<file path="src/rtl/spi_tx_frame_feeder_pkg.sv">
// Shared definitions for the SPI TX frame feeder.
//   state_e      : FSM state encoding (IDLE/SETUP/STROBE/GAP)
//   DEF_*        : default frame size and phase timing, in Mclk cycles
//   frame_w()    : frame width in bits for a given byte count
//   max3()       : largest of three phase lengths, used to size the phase counter
//   cnt_width()  : counter width for a count range, never narrower than 1 bit
package spi_tx_frame_feeder_pkg;

  typedef enum logic [1:0] {
    ST_IDLE   = 2'd0,
    ST_SETUP  = 2'd1,
    ST_STROBE = 2'd2,
    ST_GAP    = 2'd3
  } state_e;

  localparam int DEF_NUM_BYTES  = 15;
  localparam int DEF_SETUP_CYC  = 5;
  localparam int DEF_STROBE_CYC = 256;
  localparam int DEF_GAP_CYC    = 256;
  localparam int DEF_FRAME_W    = 8 * DEF_NUM_BYTES;

  function automatic int frame_w(input int num_bytes);
    return 8 * num_bytes;
  endfunction

  function automatic int max3(input int a, input int b, input int c);
    int m;
    m = a;
    if (b > m) m = b;
    if (c > m) m = c;
    return m;
  endfunction

  function automatic int cnt_width(input int n);
    return (n < 2) ? 1 : $clog2(n);
  endfunction

endpackage

</file>
<file path="src/rtl/spi_phase_timer.sv">
// Loadable down-counter with terminal-count flag, shared by all three byte phases.
// Loading N-1 on phase entry makes tc rise on the N-th cycle of the phase.
//   clk      : clock
//   rst      : synchronous active-high reset (count cleared)
//   load     : load load_val this cycle (takes priority over counting)
//   load_val : value loaded into the counter
//   tc       : high while the count is zero
module spi_phase_timer
  import spi_tx_frame_feeder_pkg::*;
#(
  parameter int CNT_W = 8
) (
  input  logic             clk,
  input  logic             rst,
  input  logic             load,
  input  logic [CNT_W-1:0] load_val,
  output logic             tc
);

  logic [CNT_W-1:0] cnt;

  always_ff @(posedge clk) begin
    if (rst) begin
      cnt <= '0;
    end else if (load) begin
      cnt <= load_val;
    end else if (cnt != '0) begin
      cnt <= cnt - 1'b1;
    end
  end

  assign tc = (cnt == '0);

endmodule

</file>
<file path="src/rtl/spi_tx_frame_feeder.sv">
// Feeds one latched frame byte by byte to the SPI master as BUS_IN plus an
// active-low Data_Available strobe. Each byte: SETUP (strobe high, byte stable),
// STROBE (strobe low), GAP (strobe high); bytes follow with no idle cycles.
//   Mclk           : clock
//   Reset          : synchronous active-high reset
//   Frame_In       : frame, byte 0 in the top 8 bits
//   Frame_Valid    : frame offer, taken when Frame_Ready
//   Frame_Ready    : high in IDLE only
//   Abort          : cancel the frame in progress (wins over Frame_Valid in IDLE)
//   BUS_IN         : current byte, registered
//   Data_Available : active-low byte strobe, registered, idles high
//   Busy           : high outside IDLE
//   Done           : one-cycle pulse after the last byte's GAP
module spi_tx_frame_feeder
  import spi_tx_frame_feeder_pkg::*;
#(
  parameter int NUM_BYTES  = DEF_NUM_BYTES,
  parameter int SETUP_CYC  = DEF_SETUP_CYC,
  parameter int STROBE_CYC = DEF_STROBE_CYC,
  parameter int GAP_CYC    = DEF_GAP_CYC
) (
  input  logic                       Mclk,
  input  logic                       Reset,
  input  logic [8*NUM_BYTES-1:0]     Frame_In,
  input  logic                       Frame_Valid,
  output logic                       Frame_Ready,
  input  logic                       Abort,
  output logic [7:0]                 BUS_IN,
  output logic                       Data_Available,
  output logic                       Busy,
  output logic                       Done
);

  localparam int FRAME_W = frame_w(NUM_BYTES);
  localparam int CNT_W   = cnt_width(max3(SETUP_CYC, STROBE_CYC, GAP_CYC));
  localparam int IDX_W   = cnt_width(NUM_BYTES);

  localparam logic [CNT_W-1:0] SETUP_LD  = CNT_W'(SETUP_CYC - 1);
  localparam logic [CNT_W-1:0] STROBE_LD = CNT_W'(STROBE_CYC - 1);
  localparam logic [CNT_W-1:0] GAP_LD    = CNT_W'(GAP_CYC - 1);
  localparam logic [IDX_W-1:0] LAST_IDX  = IDX_W'(NUM_BYTES - 1);

  state_e             state, state_nxt;
  logic [IDX_W-1:0]   idx;
  logic [FRAME_W-1:0] shreg;
  logic               da_q;
  logic               done_q;

  logic               tmr_load;
  logic [CNT_W-1:0]   tmr_val;
  logic               tmr_tc;
  logic               accept;
  logic               advance;
  logic               finish;

  spi_phase_timer #(
    .CNT_W (CNT_W)
  ) u_timer (
    .clk      (Mclk),
    .rst      (Reset),
    .load     (tmr_load),
    .load_val (tmr_val),
    .tc       (tmr_tc)
  );

  always_comb begin
    state_nxt = state;
    tmr_load  = 1'b0;
    tmr_val   = '0;
    accept    = 1'b0;
    advance   = 1'b0;
    finish    = 1'b0;
    if (state != ST_IDLE && Abort) begin
      state_nxt = ST_IDLE;
    end else begin
      unique case (state)
        ST_IDLE: begin
          if (Frame_Valid && !Abort) begin
            accept    = 1'b1;
            state_nxt = ST_SETUP;
            tmr_load  = 1'b1;
            tmr_val   = SETUP_LD;
          end
        end
        ST_SETUP: begin
          if (tmr_tc) begin
            state_nxt = ST_STROBE;
            tmr_load  = 1'b1;
            tmr_val   = STROBE_LD;
          end
        end
        ST_STROBE: begin
          if (tmr_tc) begin
            state_nxt = ST_GAP;
            tmr_load  = 1'b1;
            tmr_val   = GAP_LD;
          end
        end
        ST_GAP: begin
          if (tmr_tc) begin
            if (idx == LAST_IDX) begin
              finish    = 1'b1;
              state_nxt = ST_IDLE;
            end else begin
              advance   = 1'b1;
              state_nxt = ST_SETUP;
              tmr_load  = 1'b1;
              tmr_val   = SETUP_LD;
            end
          end
        end
        default: state_nxt = ST_IDLE;
      endcase
    end
  end

  // Registered outputs: strobe level follows the state being entered, and
  // BUS_IN is the top byte of the shift register, so nothing reaches the
  // outputs combinationally from the inputs.
  always_ff @(posedge Mclk) begin
    if (Reset) begin
      state  <= ST_IDLE;
      idx    <= '0;
      shreg  <= '0;
      da_q   <= 1'b1;
      done_q <= 1'b0;
    end else begin
      state  <= state_nxt;
      da_q   <= (state_nxt != ST_STROBE);
      done_q <= finish;
      if (accept) begin
        shreg <= Frame_In;
        idx   <= '0;
      end else if (advance) begin
        shreg <= shreg << 8;
        idx   <= idx + 1'b1;
      end
    end
  end

  assign BUS_IN         = shreg[FRAME_W-1 -: 8];
  assign Data_Available = da_q;
  assign Done           = done_q;
  assign Frame_Ready    = (state == ST_IDLE);
  assign Busy           = (state != ST_IDLE);

endmodule

</file>
<file path="config.mk">
export PLATFORM = sky130hd
export DESIGN_NAME = spi_tx_frame_feeder
export DESIGN_NICKNAME = d
export VERILOG_FILES = /design/src/rtl/spi_tx_frame_feeder_pkg.sv /design/src/rtl/spi_phase_timer.sv /design/src/rtl/spi_tx_frame_feeder.sv
export SDC_FILE = /design/constraint.sdc
export NUM_CORES = 1
export LEC_CHECK = 0
export ABC_AREA = 1
export CAP_MARGIN = 10
export CORE_UTILIZATION = 35
export DETAILED_ROUTE_END_ITERATION = 12
export SYNTH_ARGS = -nofsm -noshare
export SYNTH_HDL_FRONTEND = slang
export SYNTH_SLANG_ARGS = --single-unit
</file>
<file path="constraint.sdc">
create_clock -name Mclk -period 1.7 [get_ports Mclk]
set_input_delay 0.425 -clock Mclk [delete_from_list [all_inputs] [get_ports Mclk]]
set_output_delay 0.425 -clock Mclk [all_outputs]
set_load 0.03 [all_outputs]
</file>
* After elaboration in Yosys (flattened, before gate mapping)
Cells that the tools add are included.
Widths: inputs -> output; s select.
** Storage, ports and cells
- Word-level logic and storage cells :: 55
- Input bits :: 124
- Output and inout port bits :: 12
- Flip-flop bits (word level) :: 136
** Cells by class
- Equal/unequal tests :: 5
- Bitwise gates (word level) :: 2
- Muxes and demuxes :: 28
- Reductions and logical operators :: 12
- $add $sub $neg :: 2
** Operators by type and width (count)
- $mux 120 :: 2
- $mux 8 :: 4
- $pmux 8 s3 :: 1
- $mux 1 :: 11
- $mux 2 :: 5
- $mux 3 :: 3
- $logic_not 8->1 :: 1
- $pmux 2 s4 :: 1
- $reduce_bool 8->1 :: 1
- $sub 8x1->8 const B :: 1
- $reduce_bool 2->1 :: 3
- $add 4x1->4 const B :: 1
- $eq 2x2->1 const B :: 2
- $eq 4x4->1 const B :: 1
- $reduce_or 2->1 :: 2
- $reduce_or 4->1 :: 1
- $pmux 1 s3 :: 1
- $eq 2x1->1 const B :: 1
- $logic_and 1x1->1 :: 2
- $logic_not 2->1 :: 1
- $ne 2x2->1 const B :: 1
- $not 1->1 :: 2
- $logic_not 1->1 :: 1

* Logic depth before layout (Yosys ltp)
Gate-level depths: netlist (run 1).
- Depth after elaboration :: 7
- Mapped depth :: 13
- Gate-level depth less buffers :: 11

* Modules after synthesis
A second synthesis (run 1) with hierarchy kept.
** Unflattened totals
- Cell total of the unflattened synthesis :: 1043
- Area total of the unflattened synthesis :: 6817.8 um^2
** Modules (own cells, without submodules)
- spi_tx_frame_feeder :: sequential area each 2562.5 um^2, instances 1, area an instance 6344.8 um^2, cells each 973
- spi_phase_timer :: sequential area each 160.2 um^2, instances 1, area an instance 473.0 um^2, cells each 70

* Least setup slack after synthesis (run 1)
Ideal clock, no wire load.
- Path kind :: flip-flop to flip-flop
- Start point :: register state[0]
- End point :: register shreg[14]
- Path buffers :: 2
- Arrival time :: 1.955 ns
- Period minus slack after synthesis :: 2.088 ns
- Data required time :: 1.568 ns
- Stages on the path, launching flop included :: 14
- Library setup time :: 0.132 ns
- Slack :: -0.388 ns
- Cell sequence :: dfxtp_1 > inv_1 > ha_1 > inv_2 > nand2_2 > nand2_1 > inv_2 > nand3_4 > nand2_2 > inv_2 > buf_6 > buf_2 > nand2_1 > a31oi_1
** Between the ends
- Longest elaborated chain between the ends :: 4
- Elaborated cells on any way between the ends :: 10
- Those cells by class :: eq/ne (1); mux (5); reduce/logical (4)
** Ends and longest elaborated chain
- from (decl) :: RTL line spi_tx_frame_feeder.sv:43 : state_e state, state_nxt;
- from (signal assigned) :: RTL line spi_tx_frame_feeder.sv:128 : state <= state_nxt;
- $logic_not 2->1 (*)
- via Frame_Ready :: RTL line spi_tx_frame_feeder.sv:26 : output logic Frame_Ready,
- $mux 1 (*) :: RTL line spi_tx_frame_feeder.sv:76 : unique case (state)
- $mux 1 (*) :: RTL line spi_tx_frame_feeder.sv:73 : if (state != ST_IDLE && Abort) begin
- $mux 120 / $reduce_bool 2->1 (equally long branches)
- to (signal assigned) :: RTL line spi_tx_frame_feeder.sv:132 : shreg <= Frame_In;
- to (signal assigned) :: RTL line spi_tx_frame_feeder.sv:135 : shreg <= shreg << 8;
- to (decl) :: RTL line spi_tx_frame_feeder.sv:45 : logic [FRAME_W-1:0] shreg;
Mark *: on every way through the listed nets, which the timed path passes. The rest lies on a longest branch.
A chain may end at the register's enable or synchronous reset.

* Worst setup path in the final report (run 1)
- Start point :: register u_timer.cnt[1]
- End point :: register shreg[61]
** Between the ends
- Longest elaborated chain between the ends :: 5
** Ends and longest elaborated chain
- from (decl) :: RTL line spi_phase_timer.sv:20 : logic [CNT_W-1:0] cnt;
- from (signal assigned) :: RTL line spi_phase_timer.sv:26 : cnt <= load_val;
- from (signal assigned) :: RTL line spi_phase_timer.sv:28 : cnt <= cnt - 1'b1;
- $logic_not 8->1 :: RTL line spi_phase_timer.sv:32 : assign tc = (cnt == '0);
- $mux 1 :: RTL line spi_tx_frame_feeder.sv:100 : if (tmr_tc) begin
- $mux 1 :: RTL line spi_tx_frame_feeder.sv:76
- $mux 1 :: RTL line spi_tx_frame_feeder.sv:73
- $reduce_bool 2->1 (no source line)
No other way between the ends.

==> results of run 1 <==
==> per-layer routing <==
metal	track usage (%)	wire length [µm]	up-vias
met5	0	0	-
met4	5.68	174	0
met3	4.26	1280	16
met2	29.0	8850	244
met1	27.2	9130	2885
li1	-	-	3104
==> cell families after synthesis <==
| kind of cell | after synthesis |
|---|---|
| AND/OR/NAND/NOR | 425 |
| buffers and inverters | 100 |
| AO/OA/AOI/OAI | 139 |
| flip-flops | 136 |
| XOR/XNOR | 6 |
| adder cells (fa/ha/maj) | 8 |
==> worst max-delay path by stage <==
stage	slack, ns	start	endpoint
finish	0.002	u_timer.cnt[1]$_SDFFE_PP0P_	shreg[61]$_SDFFE_PP0P_
CTS	0.0006	state[0]$_SDFF_PP0_	shreg[21]$_SDFFE_PP0P_
floorplan	-0.03	state[1]$_SDFF_PP0_	shreg[14]$_SDFFE_PP0P_
global route	-0.06	state[1]$_SDFF_PP0_	shreg[21]$_SDFFE_PP0P_
global placement	-0.29	Abort	shreg[57]$_SDFFE_PP0P_
detailed placement	-0.33	Abort	shreg[56]$_SDFFE_PP0P_
==> area by class of cell <==
cell class	instances	area [µm²]	share of cell area (%)
sequential	136	2730	30.0
timing repair inverter	2	20.0	0.220
tap	220	275	3.03
clock buffer	24	462	5.07
multi-input combinational	578	2940	32.3
inverter	29	160	1.76
clock inverter	8	97.6	1.07
timing repair buffer	212	2410	26.5
==> flip-flops by register name, indices dropped and copies added, names as in the netlist <==
| register | cells |
|---|---|
| Done | 1 |
| Data_Available | 1 |
| shreg | 120 |
| state | 2 |
| u_timer.cnt | 8 |
| idx | 4 |
==> layout by cell type, fill, tap and decap left out, types with 12 or more instances in the layout <==
master / netlist / layout
clkbuf_16: 0 / 30
a31oi_1: 108 / 108
inv_1: 23 / 16
a21oi_1: 18 / 18
nand2_1: 267 / 260
buf_6: 1 / 12
buf_4: 9 / 39
dfxtp_1: 136 / 132
nor2_1: 22 / 19
clkdlybuf4s50_1: 0 / 122
nand3_1: 123 / 120
==> timing repair <==
action	CTS	global route
buffers inserted	1	10
resized for setup	17	58
gates cloned	0	21
hold endpoints to repair	0	0
pin swaps	1	19
hold buffers	0	0
endpoints found under the setup margin	17	122
==> critical path: stages (launching register included) <==
cell and delay [ns]:
dfxtp_2 0.33, inv_2 0.08, ha_4 0.15, nand3_4 0.08, nor2_8 0.14, nand3_4 0.18, nand2_8 0.15, buf_12 0.11
inv_8 0.04, clkbuf_16 0.14, nand2_1 0.06, a31oi_1 0.09
==> report_power, final <==
| part | internal (mW) | total [mW] | leakage (nW) | switching (mW) |
|---|---|---|---|---|
| combinational | 1.86 | 3.82 | 1.98 | 1.96 |
| sequential | 3.57 | 3.79 | 1.11 | 0.218 |
| clock | 2.19 | 3.56 | 0.264 | 1.37 |
| total | 7.61 | 11.2 | 3.36 | 3.56 |
==> stage by stage <==
stage / instances / power, mW / worst slack (ns)
after global routing: 1209 / 11.8 / -0.0593
after global placement: 1145 / 6.99 / -0.291
after floorplan: 814 / 5.83 / -0.0279
final: 1209 / 11.2 / 0.00170
after CTS: 1178 / 10.6 / 0.000645
after detailed placement: 1145 / 7.00 / -0.332
==> results.toml, run 1 <==
[status]
status = "completed"

[global_route]
grt_pass1_vias = 5621
grt_max_degree = 57
antenna_found_initial = 0
grt_pass1_wl_um = 27500
overflow = 0
track_usage_pct = 19.2

[timing]
fin_crit_sh_pct = 99.9
holdWs_ns = 0.210
relSlewSlack_pct = 60.5
post-route-min-period_ns = 1.70
rsz0062_at_grt = "true"
clock_skew_ns = 0.00835
slew_violations = 0
setup_viol = 0
worst_pin_slew_ns = 0.592
fmax_mhz = 589
tns_ns = 0
hold_viol = 0

[synth]
yosys.area.top_type = "dfxtp_1"
synth_mux_area_share_pct = 0
syn_nets = 946
synthCells = 814
synth_commonest_cells = "267 x nand2_1, 136 x dfxtp_1, 123 x nand3_1, 108 x a31oi_1, 36 x clkbuf_1"
synth_compound_area_share_pct = 13.8
synth_edf_count = 0
synth_xor_area_share_pct = 0.867
synth_fa_ha_area_share_pct = 1.65
ys_types = 31
synthMostInstantiatedCell = "nand2_1"
syn_avg_cell_area_um2 = 7.45
synth-simple-area-share_pct = 29.9
synthTopCellsByArea = "dfxtp_1 45%, nand2_1 17%, a31oi_1 11%, nand3_1 10%, buf_8 2.2%"
synthesis.area_mm2 = 0.00606
yosys_warnings = 0
yosysSeqAreaShare_pct = 44.9
synth_top_family_by_area = "simple AND/OR/NAND/NOR gates"
async_reset_ff_share_pct = 0
ys.flop_type = "dfxtp_1"
ys_seq_elements = 136
synthDominantCellAreaShare_pct = 44.9

[worst_setup_path]
critPathKind = "reg -> reg"
ff2ff_setup_slack_ns = 0.002
worstSetupEndpointType = "register"
crit_fanout = 5
reg2reg_to = "shreg[61]$_SDFFE_PP0P_"
critical_path_arrival_ns = 1.97
worst_setup_path_start_kind = "register"
crit_required_ns = 1.98
reg2reg_depth = 11
reg2reg_from = "u_timer.cnt[1]$_SDFFE_PP0P_"

[layout]
final_nets = 1108
n_antenna_cell = 0
finish.utilization_pct = 54.3
drive_gt1_share_pct = 15.6
fin_area_mm2 = 0.00910
area_growth_pct = 50.0
nFillCells = 1604

[floorplanning]
die_h_um = 134
rows = 47
die_w_um = 134
dieArea_mm2 = 0.0179
design.core.area_mm2 = 0.0168
pin_count = 136
initial_utilization_pct = 36.2

[hold_path]
hold_end = "Done$_SDFF_PP0_"
hp-class = "in -> reg"
hold_depth = 2
min-delay-start = "Reset"

[detailed_routing]
wirelength_um = 19400
post-route-drc-count = 0
num_vias = 6249
ant_nets = 0
drt_first_iter_violations = 532
wl_per_cell_um = 16.1
drtPass1Iterations = 5
vias_per_cell = 5.17

[clock_network]
cts_tree = "built"
clockRootBuffer = "clkbuf_16"
cts-htree-levels = 4
numCtsBuffers = 17
clkTransAtPathRegs_ns = 0.06
worstSkewPairLatency_ns = 0.42
cts.path.max_buffers = 2
clock_sinks = 136

[pwr]
leakage_nw = 3.36
powerDensity_mw_per_mm2 = 1230
peakVddDrop_uv = 773

[placement]
io_buffer_count = 135
dp_hpwl_um = 11300
dpl-instance-area_mm2 = 0.00780
place.gp.congestion = 0.822

[flow_run]
cap_viol_max_count = 0
Power figures use the tool's default switching activity.
==> inputs of run 2 (changes only) <==
Settings changed: CAP_MARGIN 10 to 20, TNS_END_PERCENT set to 100.
==> results of run 2 <==
The final DEF is identical to that of run 1; final timing and power are the same.
==> inputs of run 3 (changes only) <==
Settings changed: SYNTH_HIERARCHICAL set to 1.
==> run 3 against run 2 <==
- via count increased by 17%
- largest power group unchanged
- global-route usage increased by 1.1 points
- worst hold slack improved by 0.19 ns
- flip-flop and latch count unchanged
- clock power rose by 7.0%
- final cell count up 23%
- worst setup slack got worse by 0.096 ns
- the flow now finishes with violations (negative setup slack)
==> results.toml, run 3 <==
[status]
status = "complete, but fails checks"
violations = "negative setup slack"

[clock_network]
numCtsBuffers = 17
cts-htree-levels = 4
cts.path.max_buffers = 2
clkTransAtPathRegs_ns = 0.06
worstSkewPairLatency_ns = 0.43
clock_sinks = 136
cts_hold_buf = 0
clockRootBuffer = "clkbuf_16"
cts_tree = "built"

[worst_setup_path]
worstSetupEndpointType = "register"
cpPeakStageDelay_ns = 0.32
critPathKind = "reg -> reg"
cpMostUsedCell = "nand2_2"
worst_setup_path_start_kind = "register"
crit_required_ns = 2.01
cpMaxStageDelayCell = "dfxtp_1"
crit_fanout = 8
ff2ff_setup_slack_ns = -0.09
crit_chain = "nor2_2 > nand2_2 > nor2_8 > nand2_2 > inv_2 > nand3_4 > buf_12 > nand2_8 > clkinvlp_4 > nand2_1 > a21oi_2"
critical_path_arrival_ns = 2.10

[synth]
ys_types = 25
ys.flop_type = "dfxtp_1"
synthesis.area_mm2 = 0.00682
synth_edf_count = 0
ys_seq_elements = 136
yosys_warnings = 6
yosysSeqAreaShare_pct = 39.9
synthMostInstantiatedCell = "nand2_1"
yosys.area.top_type = "dfxtp_1"
synthCells = 1043
syn_nets = 1174
synthDominantCellAreaShare_pct = 39.9
synth_commonest_cells = "274 x nand2_1, 136 x dfxtp_1, 129 x a21oi_1, 128 x inv_1, 121 x nand3_1"
async_reset_ff_share_pct = 0
syn_avg_cell_area_um2 = 6.54
synthTopCellsByArea = "dfxtp_1 40%, nand2_1 15%, a21oi_1 9.5%, nand3_1 8.9%, o21ai_0 8.4%"

[pwr]
powerDensity_mw_per_mm2 = 1040
pwr-share-clk_pct = 32.5
switching_share_pct = 33.9
peakVddDrop_uv = 775
switchingPower_mw = 3.97
leakage_nw = 4.55
seqPwrFrac_pct = 30.8
power_frac_comb_pct = 36.7
internal-power_mw = 7.76

[detailed_routing]
num_vias = 7307
vias_per_cell = 4.90
post-route-drc-count = 0
drtPass1Iterations = 4
wl_per_cell_um = 14.7
wirelength_um = 21900
ant_nets = 0
drt_first_iter_violations = 468

[placement]
place.gp.congestion = 0.812
dpl-instance-area_mm2 = 0.00880
io_buffer_count = 135
placedCellCount = 1410
dp_hpwl_um = 12100

[hold_path]
hp-class = "in -> reg"

[layout]
area_growth_pct = 65.0
n_antenna_cell = 0
regMostFlops = "shreg"
final_cell_mix = "233 x nand2_1, 132 x dfxtp_1, 122 x clkdlybuf4s50_1"
drive_gt1_share_pct = 27.3
layout_commonest_cell = "nand2_1"
nFillCells = 1747
multi_input_area_mm2 = 0.00420
final_nets = 1350
largest_reg_flops = 120
reg_top3 = "shreg x120, u_timer/cnt x8, idx x4"
ff_latch_area_mm2 = 0.00273
fin_area_mm2 = 0.0112
stdcell_count = 1492

[global_route]
top_usage_layer = "met2"
track_usage_pct = 20.3
antenna_found_initial = 0
overflow = 0
grt_pass1_vias = 6592
grt_util_met2_pct = 33.4
grt_pass1_wl_um = 32300
gr-usage-met3_pct = 3.88
met1_usage_pct = 26.7
grt_max_degree = 65

[timing]
rsz0062_at_grt = "true"
tns_ns = -1.54
worst_pin_slew_ns = 0.356
hold_viol = 0
relSlewSlack_pct = 76.0
holdWs_ns = 0.398
slew_violations = 0
setup_viol = 67
setup_ws_ns = -0.0941
post-route-min-period_ns = 1.79
fin_crit_sh_pct = 106
fmax_mhz = 557
clock_skew_ns = 0.00872

[floorplanning]
initial_utilization_pct = 36.1
die_h_um = 142
pin_count = 136
dieArea_mm2 = 0.0200
die_w_um = 142
rows = 50
design.core.area_mm2 = 0.0189

[flow_run]
cap_viol_max_count = 0
[run 3: cell count changes in the layout (fill, tap and decap cells not counted), moves of 60 or more]
| cell | previous run | this run |
|---|---|---|
| o21ai_0 | 6 | 89 |
| a21oi_1 | 18 | 78 |
| a31oi_1 | 108 | 0 |
| inv_1 | 16 | 120 |
| nand3_1 | 120 | 53 |
[run 3: critical path, delay by kind of cell (launching register included)]
kind / cells / cell delay, ns
flip-flops: 1 / 0.32
AND/OR/NAND/NOR: 7 / 0.84
AO/OA/AOI/OAI: 1 / 0.06
buffers and inverters: 3 / 0.45
[run 3: worst paths after layout]
path / to / depth (start not counted) / start
max: shreg[1]$_SDFFE_PP0P_ / 11 / u_timer/cnt[4]$_SDFFE_PP0P_
min: idx[2]$_SDFFE_PP0P_ / 4 / Reset
max reg2reg: shreg[1]$_SDFFE_PP0P_ / 11 / u_timer/cnt[4]$_SDFFE_PP0P_
min reg2reg: shreg[0]$_SDFFE_PP0P_ / 2 / shreg[0]$_SDFFE_PP0P_
[run 3: cell families after synthesis]
| logic type | after synthesis | synth area share, % |
|---|---|---|
| xor gates and xnor gates | 3 | 0.385 |
| and+or+nand+nor | 433 | 27.0 |
| buffers and inverters | 215 | 13.1 |
| AOI/OAI and AO/OA | 249 | 18.4 |
| DFF | 136 | 39.9 |
| adders and majority gates | 7 | 1.28 |
[run 3: through the flow]
stage / total power [mW] / worst slack (ns) / util, %
6_report: 11.7 / -0.0941 / 59.5
5_1_grt: 12.3 / -0.186 / 59.5
4_1_cts: 11.2 / -0.171 / 55.8
3_5_place_dp: 6.75 / -0.310 / 46.6
3_3_place_gp: 6.72 / -0.260 / 46.6
2_1_floorplan: 5.61 / 0.00393 / -
[run 3: layout make-up]
type / instances / share of cell area, %
timing repair buffer: 239 / 25.7
sequential: 136 / 24.3
tap: 260 / 2.89
clock inverter: 15 / 1.59
inverter: 131 / 4.51
clock buffer: 17 / 3.78
multi-input combinational: 694 / 37.3
[run 3: power groups by stage]
stage	Sequential (mW)	Clock [mW]	Combinational (mW)
2_1_floorplan	3.64	0	1.97
3_3_place_gp	3.64	0	3.08
3_5_place_dp	3.65	0	3.10
4_1_cts	3.59	3.85	3.76
5_1_grt	3.64	4.01	4.67
6_report	3.61	3.81	4.30
[run 3: per-layer routing]
metal | part of all wire [%] | vias up
met3 | 3.7 | 26
met1 | 46 | 3388
met4 | 1.5 | 0
met2 | 49 | 167
met5 | 0 | -
li1 | - | 3726
[run 3: repair_timing]
item                       in CTS  in global routing
setup endpoints to repair     129                136
pin swaps                      60                 62
gates cloned                   19                  7
buffers inserted               23                 13
gates resized for setup       121                190
